$ cat config.mk
export PLATFORM = sky130hd
export DESIGN_NAME = seq_multiplier
export DESIGN_NICKNAME = d
export VERILOG_FILES = /design/src/rtl/seq_multiplier.sv
export SDC_FILE = /design/constraint.sdc
export NUM_CORES = 1
export LEC_CHECK = 0
export ABC_AREA = 1
export CAP_MARGIN = 20
export CELL_PAD_IN_SITES_DETAIL_PLACEMENT = 1
export CELL_PAD_IN_SITES_GLOBAL_PLACEMENT = 2
export CORE_ASPECT_RATIO = 1.25
export CORE_MARGIN = 2
export CORE_UTILIZATION = 36
export CTS_CLUSTER_SIZE = 24
export DETAILED_ROUTE_END_ITERATION = 16
export GPL_TIMING_DRIVEN = 0
export PLACE_DENSITY_LB_ADDON = 0.2
export RECOVER_POWER = 100
export SLEW_MARGIN = 5
export SYNTH_ARGS = -nofsm -noshare
export SYNTH_HDL_FRONTEND = slang
export SYNTH_SLANG_ARGS = --single-unit
$ cat constraint.sdc
create_clock -name clk -period 26.5 [get_ports clk]
set_input_delay 7.95 -clock clk [delete_from_list [all_inputs] [get_ports clk]]
set_output_delay 7.95 -clock clk [all_outputs]
set_load 0.005 [all_outputs]
$ cat src/rtl/seq_multiplier.sv
// seq_multiplier: radix-2 shift-add multiplier coprocessor.
//
// Takes one multiplier bit per cycle, LSB first, and accumulates a full
// double-width product. Signed operands are handled by multiplying their
// magnitudes and negating the result at the end.
//
// Ports:
//   clk          in   system clock, rising edge
//   reset        in   asynchronous, active-high reset
//   start        in   request pulse, sampled only while busy=0
//   signed_mode  in   1 = two's-complement operands, 0 = unsigned
//   a            in   [WIDTH-1:0]   multiplicand
//   b            in   [WIDTH-1:0]   multiplier
//   busy         out  high from the accepting edge until done
//   done         out  single-cycle pulse, product valid
//   product      out  [2*WIDTH-1:0] result, held until overwritten
//   overflow     out  result does not fit in WIDTH bits
//
// Optional feature macro: SEQ_MULT_EARLY_TERM_EN
//   When defined, RUN ends as soon as the remaining multiplier bits are all
//   zero. Results are identical; only latency changes.
module seq_multiplier #(
   parameter int unsigned WIDTH = 32
) (
   input  logic               clk,
   input  logic               reset,
   input  logic               start,
   input  logic               signed_mode,
   input  logic [WIDTH-1:0]   a,
   input  logic [WIDTH-1:0]   b,
   output logic               busy,
   output logic               done,
   output logic [2*WIDTH-1:0] product,
   output logic               overflow
);

   localparam int unsigned CNT_W = $clog2(WIDTH) + 1;
   localparam int unsigned PW    = 2 * WIDTH;

   typedef enum logic [1:0] {
      IDLE,
      RUN,
      FINISH
   } state_t;

   state_t           state_q,    state_d;
   logic [PW-1:0]    mcand_q,    mcand_d;
   logic [WIDTH-1:0] mplier_q,   mplier_d;
   logic [PW-1:0]    acc_q,      acc_d;
   logic [CNT_W-1:0] cnt_q,      cnt_d;
   logic             neg_q,      neg_d;
   logic             smode_q,    smode_d;
   logic             busy_q,     busy_d;
   logic             done_q,     done_d;
   logic [PW-1:0]    product_q,  product_d;
   logic             overflow_q, overflow_d;

   logic [WIDTH-1:0] mag_a;
   logic [WIDTH-1:0] mag_b;
   logic [PW-1:0]    result;
   logic [WIDTH:0]   sign_bits;
   logic             last_iter;

   // Magnitude stays WIDTH bits unsigned, so the most negative value maps
   // onto 2^(WIDTH-1) without needing an extra bit.
   assign mag_a     = (signed_mode && a[WIDTH-1]) ? -a : a;
   assign mag_b     = (signed_mode && b[WIDTH-1]) ? -b : b;
   assign result    = neg_q ? -acc_q : acc_q;
   assign sign_bits = result[PW-1:WIDTH-1];

   always_comb begin
      state_d    = state_q;
      mcand_d    = mcand_q;
      mplier_d   = mplier_q;
      acc_d      = acc_q;
      cnt_d      = cnt_q;
      neg_d      = neg_q;
      smode_d    = smode_q;
      busy_d     = busy_q;
      done_d     = 1'b0;
      product_d  = product_q;
      overflow_d = overflow_q;
      last_iter  = 1'b0;

      case (state_q)
         IDLE: begin
            if (start) begin
               mcand_d  = {{WIDTH{1'b0}}, mag_a};
               mplier_d = mag_b;
               neg_d    = signed_mode & (a[WIDTH-1] ^ b[WIDTH-1]);
               smode_d  = signed_mode;
               acc_d    = '0;
               cnt_d    = '0;
               busy_d   = 1'b1;
               state_d  = RUN;
            end
         end

         RUN: begin
            // mcand_q is pre-shifted each cycle, so it always equals
            // the multiplicand shifted left by the iteration count.
            if (mplier_q[0]) begin
               acc_d = acc_q + mcand_q;
            end
            mcand_d   = mcand_q << 1;
            mplier_d  = mplier_q >> 1;
            cnt_d     = cnt_q + 1'b1;
            last_iter = (cnt_q == CNT_W'(WIDTH - 1));
`ifdef SEQ_MULT_EARLY_TERM_EN
            last_iter = last_iter | (mplier_d == '0);
`endif
            if (last_iter) begin
               state_d = FINISH;
            end
         end

         FINISH: begin
            product_d = result;
            if (smode_q) begin
               overflow_d = !((sign_bits == '0) || (sign_bits == '1));
            end else begin
               overflow_d = (result[PW-1:WIDTH] != '0);
            end
            done_d  = 1'b1;
            busy_d  = 1'b0;
            state_d = IDLE;
         end

         default: begin
            state_d = IDLE;
            busy_d  = 1'b0;
         end
      endcase
   end

   always_ff @(posedge clk or posedge reset) begin
      if (reset) begin
         state_q    <= IDLE;
         mcand_q    <= '0;
         mplier_q   <= '0;
         acc_q      <= '0;
         cnt_q      <= '0;
         neg_q      <= 1'b0;
         smode_q    <= 1'b0;
         busy_q     <= 1'b0;
         done_q     <= 1'b0;
         product_q  <= '0;
         overflow_q <= 1'b0;
      end else begin
         state_q    <= state_d;
         mcand_q    <= mcand_d;
         mplier_q   <= mplier_d;
         acc_q      <= acc_d;
         cnt_q      <= cnt_d;
         neg_q      <= neg_d;
         smode_q    <= smode_d;
         busy_q     <= busy_d;
         done_q     <= done_d;
         product_q  <= product_d;
         overflow_q <= overflow_d;
      end
   end

   assign busy     = busy_q;
   assign done     = done_q;
   assign product  = product_q;
   assign overflow = overflow_q;

endmodule
* Word level (Yosys, flattened, before mapping)
Cells that the tools add are included.
** Word-level totals
- Register bits :: 237
- Memory bits (read-only) :: 0
- Memories :: 0
- Word-level logic and storage cells :: 58
- Output and inout bits :: 67
- Bits of input ports :: 68
- Latch bits :: 0
- RAM bits :: 0
** Cells by class
- Reduce and logical (&&, ||, !) cells :: 13
- Shift operators :: 0
- Magnitude comparators :: 0
- Bitwise logic cells :: 3
- Multiplexer cells :: 19
- Div/mod/pow operators :: 0
- Multipliers :: 0
- $add $sub $neg :: 5
- Eq/ne operators :: 7
** Operators by type and width (count)
- $mux 64 :: 4
- $pmux 64 s2 :: 2
- $mux 32 :: 3
- $add 64x64->64 :: 1
- $neg 32->32 :: 2
- $neg 64->64 :: 1
- $pmux 32 s2 :: 1
- $eq 33x33->1 const B :: 1
- $logic_not 33->1 :: 1
- $reduce_bool 32->1 :: 1
- $pmux 6 s2 :: 1
- $reduce_and 2->1 :: 4
- $add 6x1->6 const B :: 1
- $eq 6x5->1 const B :: 1
- $mux 6 :: 1
- $ne 2x2->1 const B :: 3
- $mux 2 :: 2
- $pmux 2 s2 :: 1
- $mux 1 :: 3
- $reduce_and 3->1 :: 1
- $eq 2x1->1 const B :: 1
- $eq 2x2->1 const B :: 1
- $logic_and 1x1->1 :: 2
- $logic_not 2->1 :: 1
- other kinds (7) :: 7

* Longest topological paths before layout
Gate-level depths: netlist (run 1).
- Word-level depth :: 6
- Depth in mapped cells :: 18
- Mapped depth without buffers :: 18

* Least setup slack after synthesis (run 1)
Ideal clock, no wire load.
- Path kind :: input to register
- Start point :: input port a[0]
- End point :: register mcand_q[28]
- Setup slack :: 17.044 ns
- Arrival :: 9.322 ns
- Stages on the path :: 12
- Library setup time :: 0.134 ns
- Data required time :: 26.366 ns
- Buffers on the path :: 0
- Path through :: inv_1 ha_1 nand2_1 nor2_1 nand3_1 nor2_1 nand3_1 nor3_2 nand4_1 nand2_1 xor2_1 o21ai_0
** On the way
- Word-level cells in the longest chain between the ends :: 4
** RTL lines
- start: declaration :: RTL line 29 : input logic [WIDTH-1:0] a,
- $neg 32->32 :: RTL line 66 : assign mag_a = (signed_mode && a[WIDTH-1]) ? -a : a;
- $mux 32 :: RTL line 66
- $mux 64 :: RTL line 87 : if (start) begin
- $pmux 64 s2 :: RTL line 85 : case (state_q)
- end signal: assignment :: RTL line 151 : mcand_q <= mcand_d;
- end: declaration :: RTL line 47 : logic [PW-1:0] mcand_q, mcand_d;
No other way between the ends. The select of a mux whose other input is x is not followed.
A chain may end at the register's enable or synchronous reset.

==> impl_metrics.ini, run 1 <==
[outcome]
status = complete, but fails checks
violations = capacitance limit, slew limit

[cts]
cts.htree.levels = 1
clock_path_buffers = 3
root_buffer = clkbuf_16
cts-resized-gates = 0
cts_tree = done
clk_pin_slew_worst_paths_ns = 0.06
cts_setup_buffers = 0
holdBufCountCts = 0
insertion_delay_ns = 0.58
cts_sinks = 237
cts_made_buffers = 27

[critical_path]
reg2reg_from = state_q[1]
critPathLaunch = reset
r2r_cells = 8
crit_end = mcand_q[62]
end_kind = async pin
arrival_ns = 13.90
critPathLaunchType = input pin
crit_fanout = 89
crit_required_ns = 26.02
r2r_slack_ns = 22.72
critPathKind = in -> async
timing.rr.end = acc_q[54]

[global_route]
grt_max_degree = 90
grt_pass1_wl_um = 109900
grt_antenna_before_repair = 0
grtUsageTotal_pct = 29.73
grt_pass1_vias = 18644
grt_overflow = 0

[die]
die_w_um = 198.9
die_h_um = 247.7
core_area_mm2 = 0.04710
dieArea_mm2 = 0.04927
rows = 89
start_util_pct = 36.30
ios = 135

[timing]
finalSetupViolations = 0
skew_ns = 0.02107
hold_ws_ns = 0.4725
finalSetupTns_ns = 0
worstMarginPinSlew_ns = 4.870
max_freq_mhz = 69.55
hold_viol_final = 0
final.setup.worst_slack_ns = 12.12
slew_headroom_pct = -224.6
fin_crit_ns = 14.38
period_share_pct = 54.26
slew_viol_final = 242
rsz0062_at_grt = no

[final_layout]
drive_gt1_share_pct = 4.139
num-fill-cells = 6092
fin_util_pct = 42.79
nNetsFinal = 2798
syn_to_final_growth_pct = 17.88
seq_area_mm2 = 0.005931
multi_input_area_mm2 = 0.009833
stdcell_count = 3319
fin_area_mm2 = 0.02016
insertedDiodeCount = 0

[drt]
wl_um = 72950
firstDrtPassIters = 5
drt_iter0_drc = 818
vias = 17798
vias_per_cell = 5.362
drtAntennaViolNets = 0
drc = 0
drt-wirelength-per-cell_um = 21.98

[yosys]
netlist.area_leader.share_pct = 34.68
ys.flop_type = dfrtp_1
synth-seq-cells = 237
synth_area_leader_cell = dfrtp_1
synth_fp_nets = 2633
async_flop_share_pct = 100.0
syn-instance-count = 2497
syn_avg_cell_area_um2 = 6.848
synth_most_common_cell = nand2_1
ys_seq_area_share_pct = 34.68
ys_types = 48
synth_edf_count = 0
yosysWarnings = 0
syn-cell-area_mm2 = 0.01710
synth_commonest_cells = 604 x nand2_1, 332 x nor2_1, 263 x inv_1
synthTopCellsByArea = dfrtp_1 35%, nand2_1 13%, o21ai_0 7.6%

[pwr]
clock_power_share_pct = 15.2
ir_worst_vdd_mv = 0.05198
internal-power_mw = 1.253
power_frac_comb_pct = 58.5
pwr-share-seq_pct = 26.2
p_per_area_mw_per_mm2 = 133.2
power_switching_mw = 1.432
finalPower_mw = 2.684
leakage_nw = 9.213
switching_share_pct = 53.33

[place]
gp_congestion = 0.9478
io_buffers = 134
place_area_mm2 = 0.01930
dp.cells = 3270
dp_slack_ns = 15.91
hpwl_um = 60810

[min_path]
hold-path-cell-count = 2
hold_class = reg -> reg

[run]
maxCapViolations = 3
-- routing by layer --
layer / vias to the layer above / GRT usage (%) / part of all wire, %
met4: 0 / 13.87 / 5.1
met5: - / 0 / 0
met3: 121 / 2.201 / 3.1
met2: 350 / 55.51 / 51
li1: 8631 / - / -
met1: 8696 / 34.33 / 40
-- layout make-up --
type | instances | share of cell area [%]
Tap cell | 637 | 3.954
Clock inverter | 13 | 0.9249
Timing Repair Buffer | 136 | 6.691
Buffer | 67 | 1.260
Multi-Input combinational cell | 1917 | 48.78
Clock buffer | 36 | 3.818
Inverter | 276 | 5.146
Sequential cell | 237 | 29.42
-- sequential cells by signal, indices dropped and copies added (netlist names), 2 cells and up --
| name | count |
|---|---|
| product | 64 |
| acc_q | 64 |
| cnt_q | 6 |
| mplier_q | 32 |
| state_q | 2 |
| mcand_q | 64 |
-- cell usage in the layout (no fill, tap or decap), types with 6 or more instances in the layout --
master,count
clkbuf_1,66
a21o_1,14
nand4_1,24
a31oi_1,34
clkbuf_16,27
a21oi_1,135
nor2_1,334
xnor2_1,16
nor2_2,15
nand3_1,124
nor3_1,17
o21ai_0,265
nand2_1,604
or2_2,8
dfrtp_1,237
nor4_1,8
inv_1,264
xor2_1,63
clkbuf_8,6
a22oi_1,58
o22ai_1,46
o21bai_1,6
o21ai_2,6
nand2_2,10
clkdlybuf4s50_1,64
o21ai_1,6
ha_1,67
dlygate4sd3_1,70
inv_2,9
-- cell families (layout without fill, tap and decap cells) --
kind of cell               after synthesis  after routing  synth area share (%)
DFF                                    237            237                 34.68
AOI/OAI and AO/OA                      599            599                 19.98
and+or+nand+nor                       1171           1171                 28.64
adders and majority gates               68             68                 5.020
buffers and inverters                  343            528                 7.632
xor gates and xnor gates                79             79                 4.047
-- critical path, cell delays in order --
cell           delay [ns]
dlygate4sd3_1        0.55
clkinvlp_2           1.72
clkbuf_1             3.49
-- worst min-delay path by stage --
stage	start	to	slack [ns]
final	product[61]	product[61]	0.47
after global placement	cnt_q[5]	state_q[1]	0.44
after global routing	cnt_q[5]	state_q[1]	0.50
after detailed placement	cnt_q[5]	state_q[1]	0.47
after floorplan	cnt_q[5]	state_q[1]	0.43
after CTS	cnt_q[5]	state_q[1]	0.48
-- power by group through the flow --
stage	logic [mW]	clock network, mW	registers (mW)
after CTS	1.59	0.418	0.700
after global placement	1.54	0	0.699
after detailed placement	1.58	0	0.705
after global routing	1.75	0.431	0.721
after floorplan	1.01	0	0.623
final	1.57	0.409	0.704
No activity file was read; power rests on OpenSTA's default activity.
==> inputs of run 2 (changes only) <==
--- a/config.mk
+++ b/config.mk
@@ -11,7 +11,7 @@
 export CELL_PAD_IN_SITES_GLOBAL_PLACEMENT = 2
 export CORE_ASPECT_RATIO = 1.25
 export CORE_MARGIN = 2
-export CORE_UTILIZATION = 36
+export CORE_UTILIZATION = 30
 export CTS_CLUSTER_SIZE = 24
 export DETAILED_ROUTE_END_ITERATION = 16
 export GPL_TIMING_DRIVEN = 0
==> constraint.sdc (replaced) <==
create_clock -name clk -period 12.6 [get_ports clk]
set_input_delay 3.78 -clock clk [delete_from_list [all_inputs] [get_ports clk]]
set_output_delay 3.78 -clock clk [all_outputs]
set_load 0.005 [all_outputs]
==> run 2 against run 1 <==
  * The flow still finishes with violations (capacitance limit, slew limit)
  * Critical path depth up 1
  * Combinational power up 110%
  * Largest power group unchanged
  * Highest routed layer unchanged
  * Flip-flop and latch count unchanged
==> impl_metrics.ini, run 2 (same netlist as run 1, synthesis figures left out) <==
[outcome]
status = complete, but fails checks
violations = capacitance limit, slew limit

[place]
hpwl_um = 62410
io_buffers = 134
gp_congestion = 0.9248
dp.cells = 3375

[critical_path]
cp_top_family = buffers and inverters
crit_fanout = 98
critPathKind = in -> async
r2r_slack_ns = 9.01
crit_required_ns = 13.26
crit_top_cell = buf_16
cp_slowest_cell = clkinvlp_2
arrival_ns = 6.92
worst-path-buf-inv = 4
critical_path.max_stage_delay_ns = 1.60
critPathLaunchType = input pin
end_kind = async pin
crit_chain = dlygate4sd3_1 > clkinvlp_2 > buf_16 > buf_16

[timing]
max_freq_mhz = 159.6
rsz0062_at_grt = no
skew_ns = 0.02262
finalSetupTns_ns = 0
fin_crit_ns = 6.265
hold_viol_final = 0
finalSetupViolations = 0
slew_viol_final = 62
slew_headroom_pct = -90.94
period_share_pct = 49.72
worstMarginPinSlew_ns = 2.848

[pwr]
internal-power_mw = 2.591
finalPower_mw = 5.574
ir_worst_vdd_mv = 0.1007
switching_share_pct = 53.51
pwr-share-seq_pct = 26.5
power_switching_mw = 2.982
p_per_area_mw_per_mm2 = 275.0
clock_power_share_pct = 14.6
leakage_nw = 9.217
power_frac_comb_pct = 58.9

[global_route]
grt_antenna_before_repair = 0
grt_max_degree = 99
grt_overflow = 0
grtUsageTotal_pct = 25.12
grt_pass1_wl_um = 112400
grt_pass1_vias = 18839

[final_layout]
drive_gt1_share_pct = 4.027
layout_commonest_cell = nand2_1
stdcell_count = 3424
nNetsFinal = 2799
layout_common_cells = 605 x nand2_1, 334 x nor2_1, 266 x o21ai_0
syn_to_final_growth_pct = 18.51
fin_util_pct = 36.06
insertedDiodeCount = 0

[cts]
cts_sinks = 237
cts_tree = done
clk_pin_slew_worst_paths_ns = 0.06
root_buffer = clkbuf_16
cts-resized-gates = 0
insertion_delay_ns = 0.58
cts_setup_buffers = 0
holdBufCountCts = 0
cts_made_buffers = 28
clock_path_buffers = 3
cts.htree.levels = 1

[drt]
wl_um = 74160
drt_iter0_drc = 714
drtAntennaViolNets = 0
vias_per_cell = 5.116
vias = 17518
drt-wirelength-per-cell_um = 21.66
drc = 0
firstDrtPassIters = 5

[die]
dieArea_mm2 = 0.05893
die_w_um = 217.5
rows = 97
die_h_um = 270.9
core_area_mm2 = 0.05619
start_util_pct = 30.43
ios = 135

[min_path]
hold_class = reg -> reg

[run]
maxCapViolations = 1
==> run 2: worst paths after layout <==
| kind | from | to | cells after the start |
|---|---|---|---|
| max in group clk | start | acc_q[48] | 7 |
| hold reg to reg | cnt_q[5] | state_q[1] | 1 |
| setup reg to reg | mcand_q[1] | acc_q[54] | 13 |
| min in group asynchronous | reset | product[0] | 2 |
| setup / recovery | reset | mcand_q[63] | 4 |
| hold / removal | cnt_q[5] | state_q[1] | 1 |
==> run 2: worst register-to-register path, stage by stage (launching register included) <==
cell      delay, ns
dfrtp_1        0.47
inv_1          0.19
fa_1           0.49
nand3b_1       0.18
nand2_1        0.16
a21oi_1        0.16
o21ai_2        0.36
inv_1          0.15
o21ai_0        0.68
nand3_1        0.17
nand3_1        0.23
nand2_1        0.08
nand2_1        0.06
o21ai_0        0.09
==> run 2: area by class of cell <==
class / instances / area [um2]
Fill cell: 7129 / 35930
Multi-Input combinational cell: 1917 / 9823
Sequential cell: 237 / 5931
Timing Repair Buffer: 136 / 1396
Inverter: 276 / 1037
Tap cell: 742 / 928.4
Clock buffer: 40 / 817.0
Buffer: 67 / 254.0
Clock inverter: 9 / 77.57
==> run 2: power groups by stage <==
| stage | clock network (mW) | registers, mW | logic, mW |
|---|---|---|---|
| 2_1_floorplan | 0 | 1.31 | 2.13 |
| 3_3_place_gp | 0 | 1.48 | 3.25 |
| 3_5_place_dp | 0 | 1.48 | 3.33 |
| 4_1_cts | 0.841 | 1.47 | 3.34 |
| 5_1_grt | 0.865 | 1.52 | 3.68 |
| 6_report | 0.815 | 1.48 | 3.28 |
==> run 2: per-stage QoR <==
step | worst slack, ns | instance area, um2 | hold slack [ns]
6_report | 6.335 | 20260 | 0.4692
5_1_grt | 5.867 | 20260 | 0.4984
3_5_place_dp | 6.182 | 19430 | 0.4555
3_3_place_gp | -1.200 | 19370 | 0.4469
4_1_cts | 6.792 | 20330 | 0.4664
2_1_floorplan | 2.317 | 17100 | 0.4287
==> run 2: layer usage <==
layer	vias up	global-route usage, %	part of all wire [%]
li1	8646	-	-
met1	8482	29.34	42
met2	274	46.96	52
met3	116	1.799	2.3
met4	0	10.15	4.5
met5	-	0	0
==> inputs of run 3 (changes only) <==
--- a/config.mk
+++ b/config.mk
@@ -11,7 +11,7 @@
 export CELL_PAD_IN_SITES_GLOBAL_PLACEMENT = 2
 export CORE_ASPECT_RATIO = 1.25
 export CORE_MARGIN = 2
-export CORE_UTILIZATION = 30
+export CORE_UTILIZATION = 34
 export CTS_CLUSTER_SIZE = 24
 export DETAILED_ROUTE_END_ITERATION = 16
 export GPL_TIMING_DRIVEN = 0
==> constraint.sdc (replaced) <==
create_clock -name clk -period 6.5 [get_ports clk]
set_input_delay 1.95 -clock clk [delete_from_list [all_inputs] [get_ports clk]]
set_output_delay 1.95 -clock clk [all_outputs]
set_load 0.005 [all_outputs]
==> run 3 against run 2 <==
  * The run still ends with capacitance limit, slew limit left
  * Combinational power grew 95%
  * Largest power group unchanged
  * Total power up 95%
  * Via count rose by 1.1%
  * Largest cell class unchanged
  * Die area shrank 12%
  * Wire length is 2.1% lower
  * Critical endpoint is now mplier_q[13]
  * First-iteration DRC count increased by 1.4%
  * Critical path depth is 1 higher
  * Clock power grew 95%
==> impl_metrics.ini, run 3 (same netlist as run 1, synthesis figures left out) <==
[timing]
slew_viol_final = 35
finalSetupViolations = 0
worstMarginPinSlew_ns = 1.746
hold_viol_final = 0
slew_headroom_pct = -17.01
hold_ws_ns = 0.4697
finalSetupTns_ns = 0
skew_ns = 0.01504
max_freq_mhz = 206.3
period_share_pct = 74.58
rsz0062_at_grt = no
fin_crit_ns = 4.848
final.setup.worst_slack_ns = 1.652

[pwr]
leakage_nw = 9.252
finalPower_mw = 10.85
ir_worst_vdd_mv = 0.2049
p_per_area_mw_per_mm2 = 537.0
pwr-share-seq_pct = 26.4
power_switching_mw = 5.801
power_frac_comb_pct = 58.9
clock_power_share_pct = 14.7
switching_share_pct = 53.45
internal-power_mw = 5.052

[place]
io_buffers = 134
hpwl_um = 61160
gp_congestion = 0.9573
dp_slack_ns = 1.876

[critical_path]
crit_chain = dlygate4sd3_1 > clkinvlp_2 > buf_12 > buf_12 > clkbuf_1
cp_slowest_cell = clkbuf_1
end_kind = async pin
arrival_ns = 5.27
crit_top_cell = buf_12
critPathKind = in -> async
crit_fanout = 39
critPathLaunchType = input pin
crit_required_ns = 6.92
critical_path.max_stage_delay_ns = 1.10

[global_route]
grt_pass1_wl_um = 109500
grt_overflow = 0
grt_antenna_before_repair = 0
grt_max_degree = 41
grtUsageTotal_pct = 27.93
grt_pass1_vias = 18724

[die]
rows = 91
core_area_mm2 = 0.04953
die_w_um = 204.6
dieArea_mm2 = 0.05211
ios = 135
start_util_pct = 34.52
die_h_um = 254.7

[cts]
cts-resized-gates = 0
cts_made_buffers = 27
holdBufCountCts = 0
cts_setup_buffers = 0
clk_pin_slew_worst_paths_ns = 0.06
insertion_delay_ns = 0.57
cts_tree = done
clock_path_buffers = 3
root_buffer = clkbuf_16
cts_sinks = 237
cts.htree.levels = 1

[final_layout]
syn_to_final_growth_pct = 18.21
nNetsFinal = 2802
layout_commonest_cell = nand2_1
drive_gt1_share_pct = 4.136
insertedDiodeCount = 0
layout_common_cells = 605 x nand2_1, 335 x nor2_1, 267 x o21ai_0

[drt]
vias = 17707
vias_per_cell = 5.309
wl_um = 72600
drt-wirelength-per-cell_um = 21.77
drtAntennaViolNets = 0
drt_iter0_drc = 724
firstDrtPassIters = 6
drc = 0

[min_path]
hold_class = reg -> reg

[outcome]
violations = capacitance limit, slew limit
status = complete, but fails checks

[run]
maxCapViolations = 2
[run 3: per-stage QoR]
stage	util (%)	instances	area [um2]
6_report	40.81	3335	20210
4_1_cts	40.96	3335	20290
5_1_grt	40.81	3335	20210
2_1_floorplan	-	2497	17100
3_3_place_gp	38.88	3282	19260
3_5_place_dp	39.13	3288	19380
[run 3: final timing paths]
path	from	endpoint	slack (ns)	cells after the start
min in group asynchronous	reset	product[21]	2.27	2
setup / recovery	reset	mplier_q[13]	1.65	5
hold / removal	product[63]	product[63]	0.47	1
hold reg to reg	product[63]	product[63]	0.47	1
setup reg to reg	state_q[0]	acc_q[30]	2.73	8
max in group clk	start	acc_q[30]	1.93	7
[run 3: final cells by class]
type                            count  area (um2)
Buffer                             67       254.0
Inverter                          276        1037
Fill cell                        6371       29320
Clock buffer                       38       797.0
Tap cell                          651       814.5
Sequential cell                   237        5931
Clock inverter                      9       112.6
Multi-Input combinational cell   1917        9821
Timing Repair Buffer              140        1445
[run 3: power groups by stage]
| stage | clock network [mW] | logic, mW | registers, mW |
|---|---|---|---|
| after global placement | 0 | 6.27 | 2.85 |
| after detailed placement | 0 | 6.44 | 2.88 |
| final | 1.59 | 6.39 | 2.87 |
| after CTS | 1.63 | 6.47 | 2.86 |
| after floorplan | 0 | 4.14 | 2.54 |
| after global routing | 1.68 | 7.12 | 2.94 |
[run 3: metal layers]
layer / vias up / routed length, um / track usage, %
met5: - / 0 / 0
met4: 0 / 3476 / 12.28
li1: 8656 / - / -
met3: 124 / 1909 / 1.725
met1: 8595 / 29890 / 32.49
met2: 332 / 37330 / 52.37
[run 3: critical path, delay by kind of cell]
family   cells  cell delay (ns)
buf+inv      5             3.24
